## src/rtl/bk_ce_gen.sv

```systemverilog
// Clock-enable generator for the BK0011M core: CPU, video, PSG and PS/2 strobes from 96 MHz clk_sys.
// Optional CPU divider stall: define BK_CE_PAUSE_EN to add the pause input.
module bk_ce_gen #(
  parameter int unsigned PSG_DIV  = 56,
  parameter int unsigned PS2_HALF = 3428,
  parameter int unsigned BASE_DIV = 24
) (
  input  logic clk_sys,
  input  logic reset_n,
  input  logic req_turbo,
  input  logic req_bk0010,
  input  logic bus_sync,
`ifdef BK_CE_PAUSE_EN
  input  logic pause,
`endif
  output logic ce_cpu_p,
  output logic ce_cpu_n,
  output logic ce_12mp,
  output logic ce_12mn,
  output logic ce_6mp,
  output logic ce_6mn,
  output logic ce_psg,
  output logic clk_ps2,
  output logic turbo,
  output logic bk0010
);

  localparam int unsigned PSGW = $clog2(PSG_DIV);
  localparam int unsigned PS2W = $clog2(PS2_HALF);

  function automatic int unsigned f_period(input logic t, input logic b);
    int unsigned p;
    p = BASE_DIV + (b ? 8 : 0);
    return t ? (p / 2) : p;
  endfunction

  logic [4:0]      r_cpu_div;
  logic [3:0]      r_div;
  logic [PSGW-1:0] r_psg_div;
  logic [PS2W-1:0] r_ps2_div;
  logic            r_turbo, r_bk0010;
  logic            r_ce_cpu_p, r_ce_cpu_n;
  logic            r_ce_12mp, r_ce_12mn, r_ce_6mp, r_ce_6mn;
  logic            r_ce_psg, r_clk_ps2;

  logic [4:0] w_last, w_half, w_last_nx, w_cpu_div_nx;
  logic       w_boundary, w_switch, w_hold, w_turbo_nx, w_bk0010_nx;

  always_comb begin
    w_last       = 5'(f_period(r_turbo, r_bk0010) - 1);
    w_half       = 5'(f_period(r_turbo, r_bk0010) / 2);
    w_boundary   = (r_cpu_div == w_last);
    w_switch     = w_boundary && !bus_sync;
    w_turbo_nx   = w_switch ? req_turbo  : r_turbo;
    w_bk0010_nx  = w_switch ? req_bk0010 : r_bk0010;
    w_last_nx    = 5'(f_period(w_turbo_nx, w_bk0010_nx) - 1);
`ifdef BK_CE_PAUSE_EN
    w_hold       = w_boundary && pause;
`else
    w_hold       = 1'b0;
`endif
    // A rate switch taken while holding must re-park on the new period's last count.
    if (w_hold)
      w_cpu_div_nx = w_last_nx;
    else if (w_boundary)
      w_cpu_div_nx = '0;
    else
      w_cpu_div_nx = r_cpu_div + 5'd1;
  end

  always_ff @(posedge clk_sys or negedge reset_n) begin
    if (!reset_n) begin
      r_cpu_div  <= '0;
      r_turbo    <= 1'b0;
      r_bk0010   <= 1'b0;
      r_ce_cpu_p <= 1'b0;
      r_ce_cpu_n <= 1'b0;
    end else begin
      r_cpu_div  <= w_cpu_div_nx;
      r_turbo    <= w_turbo_nx;
      r_bk0010   <= w_bk0010_nx;
      r_ce_cpu_p <= (r_cpu_div == 5'd0);
      r_ce_cpu_n <= (r_cpu_div == w_half);
    end
  end

  always_ff @(posedge clk_sys or negedge reset_n) begin
    if (!reset_n) begin
      r_div     <= '0;
      r_ce_12mp <= 1'b0;
      r_ce_12mn <= 1'b0;
      r_ce_6mp  <= 1'b0;
      r_ce_6mn  <= 1'b0;
    end else begin
      r_div     <= r_div + 4'd1;
      r_ce_12mp <= (r_div[2:0] == 3'd0);
      r_ce_12mn <= (r_div[2:0] == 3'd4);
      r_ce_6mp  <= (r_div == 4'd0);
      r_ce_6mn  <= (r_div == 4'd8);
    end
  end

  always_ff @(posedge clk_sys or negedge reset_n) begin
    if (!reset_n) begin
      r_psg_div <= '0;
      r_ce_psg  <= 1'b0;
    end else begin
      r_ce_psg  <= (r_psg_div == '0);
      r_psg_div <= (r_psg_div == PSGW'(PSG_DIV - 1)) ? '0 : r_psg_div + 1'b1;
    end
  end

  always_ff @(posedge clk_sys or negedge reset_n) begin
    if (!reset_n) begin
      r_ps2_div <= '0;
      r_clk_ps2 <= 1'b0;
    end else if (r_ps2_div == PS2W'(PS2_HALF - 1)) begin
      r_ps2_div <= '0;
      r_clk_ps2 <= ~r_clk_ps2;
    end else begin
      r_ps2_div <= r_ps2_div + 1'b1;
    end
  end

  assign ce_cpu_p = r_ce_cpu_p;
  assign ce_cpu_n = r_ce_cpu_n;
  assign ce_12mp  = r_ce_12mp;
  assign ce_12mn  = r_ce_12mn;
  assign ce_6mp   = r_ce_6mp;
  assign ce_6mn   = r_ce_6mn;
  assign ce_psg   = r_ce_psg;
  assign clk_ps2  = r_clk_ps2;
  assign turbo    = r_turbo;
  assign bk0010   = r_bk0010;

endmodule

```

## config.mk

```make
export PLATFORM = sky130hd
export DESIGN_NAME = bk_ce_gen
export DESIGN_NICKNAME = d
export VERILOG_FILES = /design/src/rtl/bk_ce_gen.sv
export SDC_FILE = /design/constraint.sdc
export NUM_CORES = 1
export LEC_CHECK = 0
export ABC_CLOCK_PERIOD_IN_PS = 3310
export CAP_MARGIN = 0
export CORE_MARGIN = 4
export CORE_UTILIZATION = 60
export DETAILED_ROUTE_END_ITERATION = 7
export MAX_ROUTING_LAYER = met4
export PLACE_DENSITY = 0.82
export REMOVE_ABC_BUFFERS = 1
export SLEW_MARGIN = 15
export SYNTH_ARGS = -nofsm -noshare
export SYNTH_HDL_FRONTEND = slang
export SYNTH_SLANG_ARGS = --single-unit
```

## constraint.sdc

```tcl
create_clock -name clk_sys -period 3.31 [get_ports clk_sys]
set_input_delay 0.4965 -clock clk_sys [delete_from_list [all_inputs] [get_ports clk_sys]]
set_output_delay 0.4965 -clock clk_sys [all_outputs]
set_load 0.01 [all_outputs]
```

==> flow_metrics.env, run 1 <==
export IMPL_outcome="finished, final reports clean"
export IMPL_routed_top_layer="met4"
export IMPL_die_h_microns=61.9
export IMPL_grt_use_total_pct=19.6
export IMPL_ys_ff_latch=37
export IMPL_clk_pin_slew_worst_paths_ns=0.11
export IMPL_core_area_sq_um=2760
export IMPL_antenna_cells=0
export IMPL_antenna_found_initial=0
export IMPL_setup_viol=0
export IMPL_overflow=0
export IMPL_start_util_pct=63.1
export IMPL_yosysSeqAreaShare_pct=53.2
export IMPL_cts_hold_buffers=0
export IMPL_rrSetupSlack_ns=1.01
export IMPL_path_class="reg -> reg"
export IMPL_cts_buffer_depth=2
export IMPL_timing_final_max_slew_violations=0
export IMPL_areaGrowthSynthToFinish_pct=15.3
export IMPL_slew_limit_headroom_pct=69.6
export IMPL_fin_tns_setup_ns=0
export IMPL_crit_path_top_delay_cell="a2111oi_4"
export IMPL_worst_path_max_fanout=5
export IMPL_synth_cell_type_count=35
export IMPL_cts_root_buf="clkbuf_4"
export IMPL_startpoint_type="flop"
export IMPL_worstPathRequired_ns=3.54
export IMPL_yosysTopAreaCell="dfrtp_1"
export IMPL_drt_wl_total_mm=2.91
export IMPL_cts_buffers_inserted=5
export IMPL_synth_top_area_share_pct=53.2
export IMPL_num_rows=19
export IMPL_whs_endpoint="ce_6mp"
export IMPL_synth_edff_count=0
export IMPL_post_cts_setup_buffers=0
export IMPL_fin_nets=189
export IMPL_dieArea_sq_um=3830
export IMPL_crit_buf_inv=1
export IMPL_postCtsResizedCells=0
export IMPL_die_w_microns=61.9
export IMPL_fmax_mhz=435
export IMPL_r2r_end="turbo"
export IMPL_finalCriticalPeriod_ns=2.30
export IMPL_detailed_place_hpwl_mm=2.12
export IMPL_rsz0062_at_grt="false"
export IMPL_crit_chain="inv_1 -> ha_1 -> or3_4 -> a2111oi_4 -> and2b_2 -> mux2_2"
export IMPL_worstHoldStart="r_div[3]"
export IMPL_cts_htree_levels=2
export IMPL_cts_tree="done"
export IMPL_powerDensity_nw_per_um2=549
export IMPL_post_dp_cell_area_sq_um=1900
export IMPL_cap_viol_max_count=0
export IMPL_cp_top_family="simple AND/OR/NAND/NOR gates"
export IMPL_critical_path_max_stage_delay_ns=0.47
export IMPL_peakVddDrop_mv=0.526
export IMPL_syn_avg_cell_area_sq_um=11.2
export IMPL_globalplace_congestion=0.809
export IMPL_synthesis_instances=155
export IMPL_hp_class="reg -> reg"
export IMPL_antenna_left=0
export IMPL_finClkSkew_ns=0.00627
export IMPL_ys_flop_type="dfrtp_1"
export IMPL_reg2reg_depth=6
export IMPL_drc_errors=0
export IMPL_synth_area_leaders="dfrtp_1, ha_1, xnor2_1, xor2_1, nand3_1"
export IMPL_grt_max_degree=38
export IMPL_clkSinkCount=37
export IMPL_grt_pass1_vias=1152
export IMPL_ioPinCount=15
export IMPL_synth_area_sq_um=1740
export IMPL_io_buffer_count=14
export IMPL_arrival_ns=2.53
export IMPL_vias=1123
export IMPL_drive_gt1_share_pct=8.62
export IMPL_routedWlPerCell_microns=14.2
export IMPL_route_met3_wl_microns=105
export IMPL_met2_wirelength_mm=1.50
export IMPL_met1_length_mm=1.25
export IMPL_dr_pass1_iters=4
export IMPL_drtIter0Drc=24
export IMPL_crit_cells=6
export IMPL_grt_pass1_wl_mm=5.15
export IMPL_async_flop_share_pct=100
export IMPL_period_share_pct=69.5
export IMPL_crit_path_end_kind="flop"
export IMPL_viasPerCell=5.48
export IMPL_insertion_delay_ns=0.34
export IMPL_design_area_sq_um=2010
export IMPL_hold_viol_final=0
export IMPL_worstMarginPinSlew_ns=0.456
export IMPL_r2r_start="turbo"
export IMPL_fill_cells=195
export IMPL_hold_depth=1
export IMPL_yosys_warnings=0
export IMPL_power_leakage_nw=0.924
## kinds of logic after synthesis
| logic type | after synthesis | synth area share (%) |
|---|---|---|
| and+or+nand+nor | 51 | 16.2 |
| DFF | 37 | 53.2 |
| xor gates and xnor gates | 20 | 10.1 |
| buffers and inverters | 18 | 4.53 |
| AOI/OAI and AO/OA | 16 | 6.76 |
| adders and majority gates | 11 | 7.91 |
| muxes | 2 | 1.29 |
## cell type report
class                      instances  area, sq um  share of cell area (%)
timing repair buffer              16          155                    7.73
clock inverter                     3         65.1                    3.24
sequential                        37          926                    46.1
multi-input combinational        100          736                    36.7
inverter                          13         48.8                    2.43
clock buffer                       5         37.5                    1.87
tap                               31         38.8                    1.93
## per-layer routing
layer / track usage [%] / vias to the layer above
li1: - / 557
met1: 23.1 / 543
met2: 31.5 / 15
met3: 6.20 / 8
met4: 7.27 / 0
met5: - / -
## where the power goes
| part | internal (mW) | total, mW | leakage (nW) | switching [mW] |
|---|---|---|---|---|
| logic | 0.104 | 0.195 | 0.408 | 0.0919 |
| registers | 0.483 | 0.525 | 0.461 | 0.0423 |
| clock network | 0.234 | 0.381 | 0.0552 | 0.147 |
## worst max path at each step
stage / from / end
after floorplan: turbo / bk0010
after global placement: turbo / bk0010
after detailed placement: turbo / turbo
after CTS: turbo / bk0010
after global routing: turbo / turbo
final: turbo / turbo
## layout by cell type (no fill, tap or decap), types with 2 or more instances in the layout
| master | n |
|---|---|
| nand2_1 | 6 |
| and4_1 | 2 |
| nor3_1 | 3 |
| inv_1 | 13 |
| buf_4 | 2 |
| ha_1 | 11 |
| and3_1 | 2 |
| clkdlybuf4s50_1 | 14 |
| bufinv_16 | 2 |
| dfrtp_1 | 37 |
| nor2_1 | 11 |
| nor2b_1 | 3 |
| a21oi_1 | 2 |
| nand3_1 | 11 |
| clkbuf_4 | 5 |
| and2_1 | 3 |
| o21ai_0 | 7 |
| mux2_2 | 2 |
| xnor2_1 | 12 |
| nor4_1 | 2 |
| xor2_1 | 8 |
## cells in the mapped netlist, types with 2 or more instances
cell type / number
dfrtp_1: 37
inv_1: 13
xnor2_1: 12
ha_1: 11
nand3_1: 11
nor2_1: 11
xor2_1: 8
o21ai_0: 7
nand2_1: 6
and2_1: 3
clkbuf_1: 3
nor2b_1: 3
nor3_1: 3
a21oi_1: 2
and3_1: 2
and4_1: 2
mux2_2: 2
nor4_1: 2
## state kept, by name, summed over array words and instances (netlist names)
name,flops
ce_12mn,1
r_psg_div,6
bk0010,1
r_ps2_div,12
ce_cpu_p,1
ce_cpu_n,1
ce_6mn,1
r_div,4
r_cpu_div,5
ce_6mp,1
ce_12mp,1
turbo,1
ce_psg,1
clk_ps2,1
## stage by stage
step           instances  hold WS (ns)  worst slack (ns)  power (mW)  utilization, %
6_report             205         0.465              1.01        1.10            72.8
5_1_grt              205         0.486             0.905        1.16            72.8
4_1_cts              205         0.470             0.978        1.11            72.8
3_5_place_dp         197         0.453              1.03       0.733            69.1
3_3_place_gp         197         0.457              1.14       0.718            69.1
2_1_floorplan        150         0.201              1.14       0.653               -
No activity file was read; power rests on OpenSTA's default activity.
==> run 2: changes to the inputs <==
Settings changed: ABC_CLOCK_PERIOD_IN_PS 3310 to 2050, CORE_UTILIZATION 60 to 51, PLACE_DENSITY 0.82 to 0.75.
Clock period 3.31 ns to 2.05 ns, I/O delays scaled along.
==> run 2 against run 1 <==
Compared with the run above: fmax is 14% higher; setup slack worse by 0.98 ns; clock skew hardly changed; core utilization is 7.8 points lower; register-to-register slack worse by 0.98 ns; highest routed layer unchanged.
==> flow_metrics.env, run 2 (synthesized netlist as in run 1, its figures left out) <==
export IMPL_grtUsageMet1_pct=17.4
export IMPL_pwr_share_clk_pct=22.5
export IMPL_ioPinCount=15
export IMPL_antenna_cells=0
export IMPL_drive_gt1_share_pct=13.3
export IMPL_cts_buffers_inserted=5
export IMPL_hp_class="in -> async"
export IMPL_arrival_ns=2.24
export IMPL_p_sw_uw=469
export IMPL_die_w_microns=66.4
export IMPL_design_area_sq_um=2050
export IMPL_cap_viol_max_count=0
export IMPL_globalplace_congestion=0.772
export IMPL_startpoint_type="flop"
export IMPL_final_common_cell="dfrtp_1"
export IMPL_finalCriticalPeriod_ns=2.02
export IMPL_setup_slack_ns=0.0296
export IMPL_busiest_layer="met2"
export IMPL_detailed_place_hpwl_mm=2.02
export IMPL_worst_path_max_fanout=3
export IMPL_cts_tree="done"
export IMPL_clk_pin_slew_worst_paths_ns=0.11
export IMPL_rsz0062_at_grt="true"
export IMPL_drt_wl_total_mm=2.85
export IMPL_antenna_found_initial=0
export IMPL_cts_buffer_depth=2
export IMPL_fill_cells=265
export IMPL_areaGrowthSynthToFinish_pct=17.8
export IMPL_fin_nets=195
export IMPL_rrSetupSlack_ns=0.03
export IMPL_post_dp_cell_area_sq_um=1940
export IMPL_r2r_end="turbo"
export IMPL_hold_viol_final=0
export IMPL_grt_util_met3_pct=5.61
export IMPL_largest_register="r_ps2_div"
export IMPL_r2r_start="bk0010"
export IMPL_clkSinkCount=37
export IMPL_grt_use_total_pct=15.8
export IMPL_cts_htree_levels=2
export IMPL_sequentialPowerShare_pct=52.9
export IMPL_viasPerCell=5.20
export IMPL_power_leakage_nw=0.936
export IMPL_netSwitchingFraction_pct=29.3
export IMPL_routedWlPerCell_microns=12.7
export IMPL_vias=1164
export IMPL_num_rows=20
export IMPL_drc_errors=0
export IMPL_outcome="finished, final reports clean"
export IMPL_peakVddDrop_mv=0.428
export IMPL_largest_register_ffs=12
export IMPL_worstMarginPinSlew_ns=0.467
export IMPL_slew_limit_headroom_pct=68.6
export IMPL_combPwrFrac_pct=24.6
export IMPL_antenna_left=0
export IMPL_layout_common_cells="dfrtp_1, clkdlybuf4s50_1, xnor2_1"
export IMPL_drtIter0Drc=54
export IMPL_finClkSkew_ns=0.00673
export IMPL_grt_pass1_vias=1219
export IMPL_period_share_pct=98.6
export IMPL_fmax_mhz=495
export IMPL_crit_path_end_kind="flop"
export IMPL_grt_max_degree=38
export IMPL_place_ws_ns=-0.0432
export IMPL_io_buffer_count=14
export IMPL_start_util_pct=55.2
export IMPL_reg2reg_depth=6
export IMPL_grt_pass1_wl_mm=5.07
export IMPL_powerDensity_nw_per_um2=780
export IMPL_grt_use_met2_pct=26.5
export IMPL_setup_viol=0
export IMPL_worstPathRequired_ns=2.27
export IMPL_path_class="reg -> reg"
export IMPL_power_total_mw=1.60
export IMPL_dr_pass1_iters=6
export IMPL_p_int_mw=1.13
export IMPL_insertion_delay_ns=0.33
export IMPL_die_h_microns=66.4
export IMPL_cts_root_buf="clkbuf_4"
export IMPL_largestRegisters="r_ps2_div: 12 flops, r_psg_div: 6 flops, r_cpu_div: 5 flops"
export IMPL_core_area_sq_um=3150
export IMPL_dieArea_sq_um=4410
export IMPL_overflow=0
export IMPL_timing_final_max_slew_violations=0
run 2: what timing repair did:
| action | 4_1_cts | 5_1_grt |
|---|---|---|
| pin swaps | 1 | 1 |
| resized for setup | 0 | 8 |
| setup buffers | 1 | 2 |
| hold buffers | 0 | 0 |
| endpoints found under the setup margin | 2 | 2 |
run 2: critical path, stage by stage, from the launching register on:
cell       delay [ns]
dfrtp_1          0.44
inv_2            0.09
ha_4             0.16
or3_4            0.34
a2111oi_4        0.37
and2b_2          0.23
mux2_4           0.29
run 2: power groups by stage:
| stage | combinational [mW] | sequential [mW] | clock [mW] |
|---|---|---|---|
| after global routing | 0.433 | 0.853 | 0.414 |
| final | 0.393 | 0.845 | 0.361 |
| after global placement | 0.320 | 0.852 | 0 |
| after CTS | 0.352 | 0.838 | 0.378 |
| after detailed placement | 0.337 | 0.855 | 0 |
| after floorplan | 0.192 | 0.862 | 0 |
run 2: worst max-delay path by stage:
| stage | from | endpoint | slack [ns] | depth (start not counted) |
|---|---|---|---|---|
| after global placement | bk0010 | bk0010 | 0.05 | 6 |
| after CTS | turbo | bk0010 | 0.04 | 6 |
| after detailed placement | bk0010 | bk0010 | -0.04 | 6 |
| final | bk0010 | turbo | 0.03 | 6 |
| after global routing | bk0010 | turbo | -0.04 | 6 |
| after floorplan | turbo | bk0010 | -0.12 | 6 |
run 2: per-stage QoR:
step	std cells	hold slack (ns)	TNS (ns)	util (%)
6_report	224	0.372	0	65.0
4_1_cts	222	0.369	0	63.5
3_3_place_gp	213	0.456	0	61.6
5_1_grt	224	0.418	-0.0871	65.0
2_1_floorplan	150	0.0119	-0.232	-
3_5_place_dp	213	0.457	-0.0841	61.6
run 2: metal layers:
| metal | share of wire, % | wire [microns] |
|---|---|---|
| met1 | 44 | 1240 |
| met2 | 52 | 1470 |
| met3 | 4.0 | 114 |
| met4 | 0.67 | 19 |
| met5 | 0 | 0 |
run 2: final cells by class:
cell class	count	area, sq um	area share (%)
sequential	37	926	45.2
clock inverter	2	10.0	0.488
tap	44	55.1	2.69
clock buffer	6	41.3	2.01
multi-input combinational	100	768	37.5
inverter	13	48.8	2.38
timing repair buffer	22	200	9.77
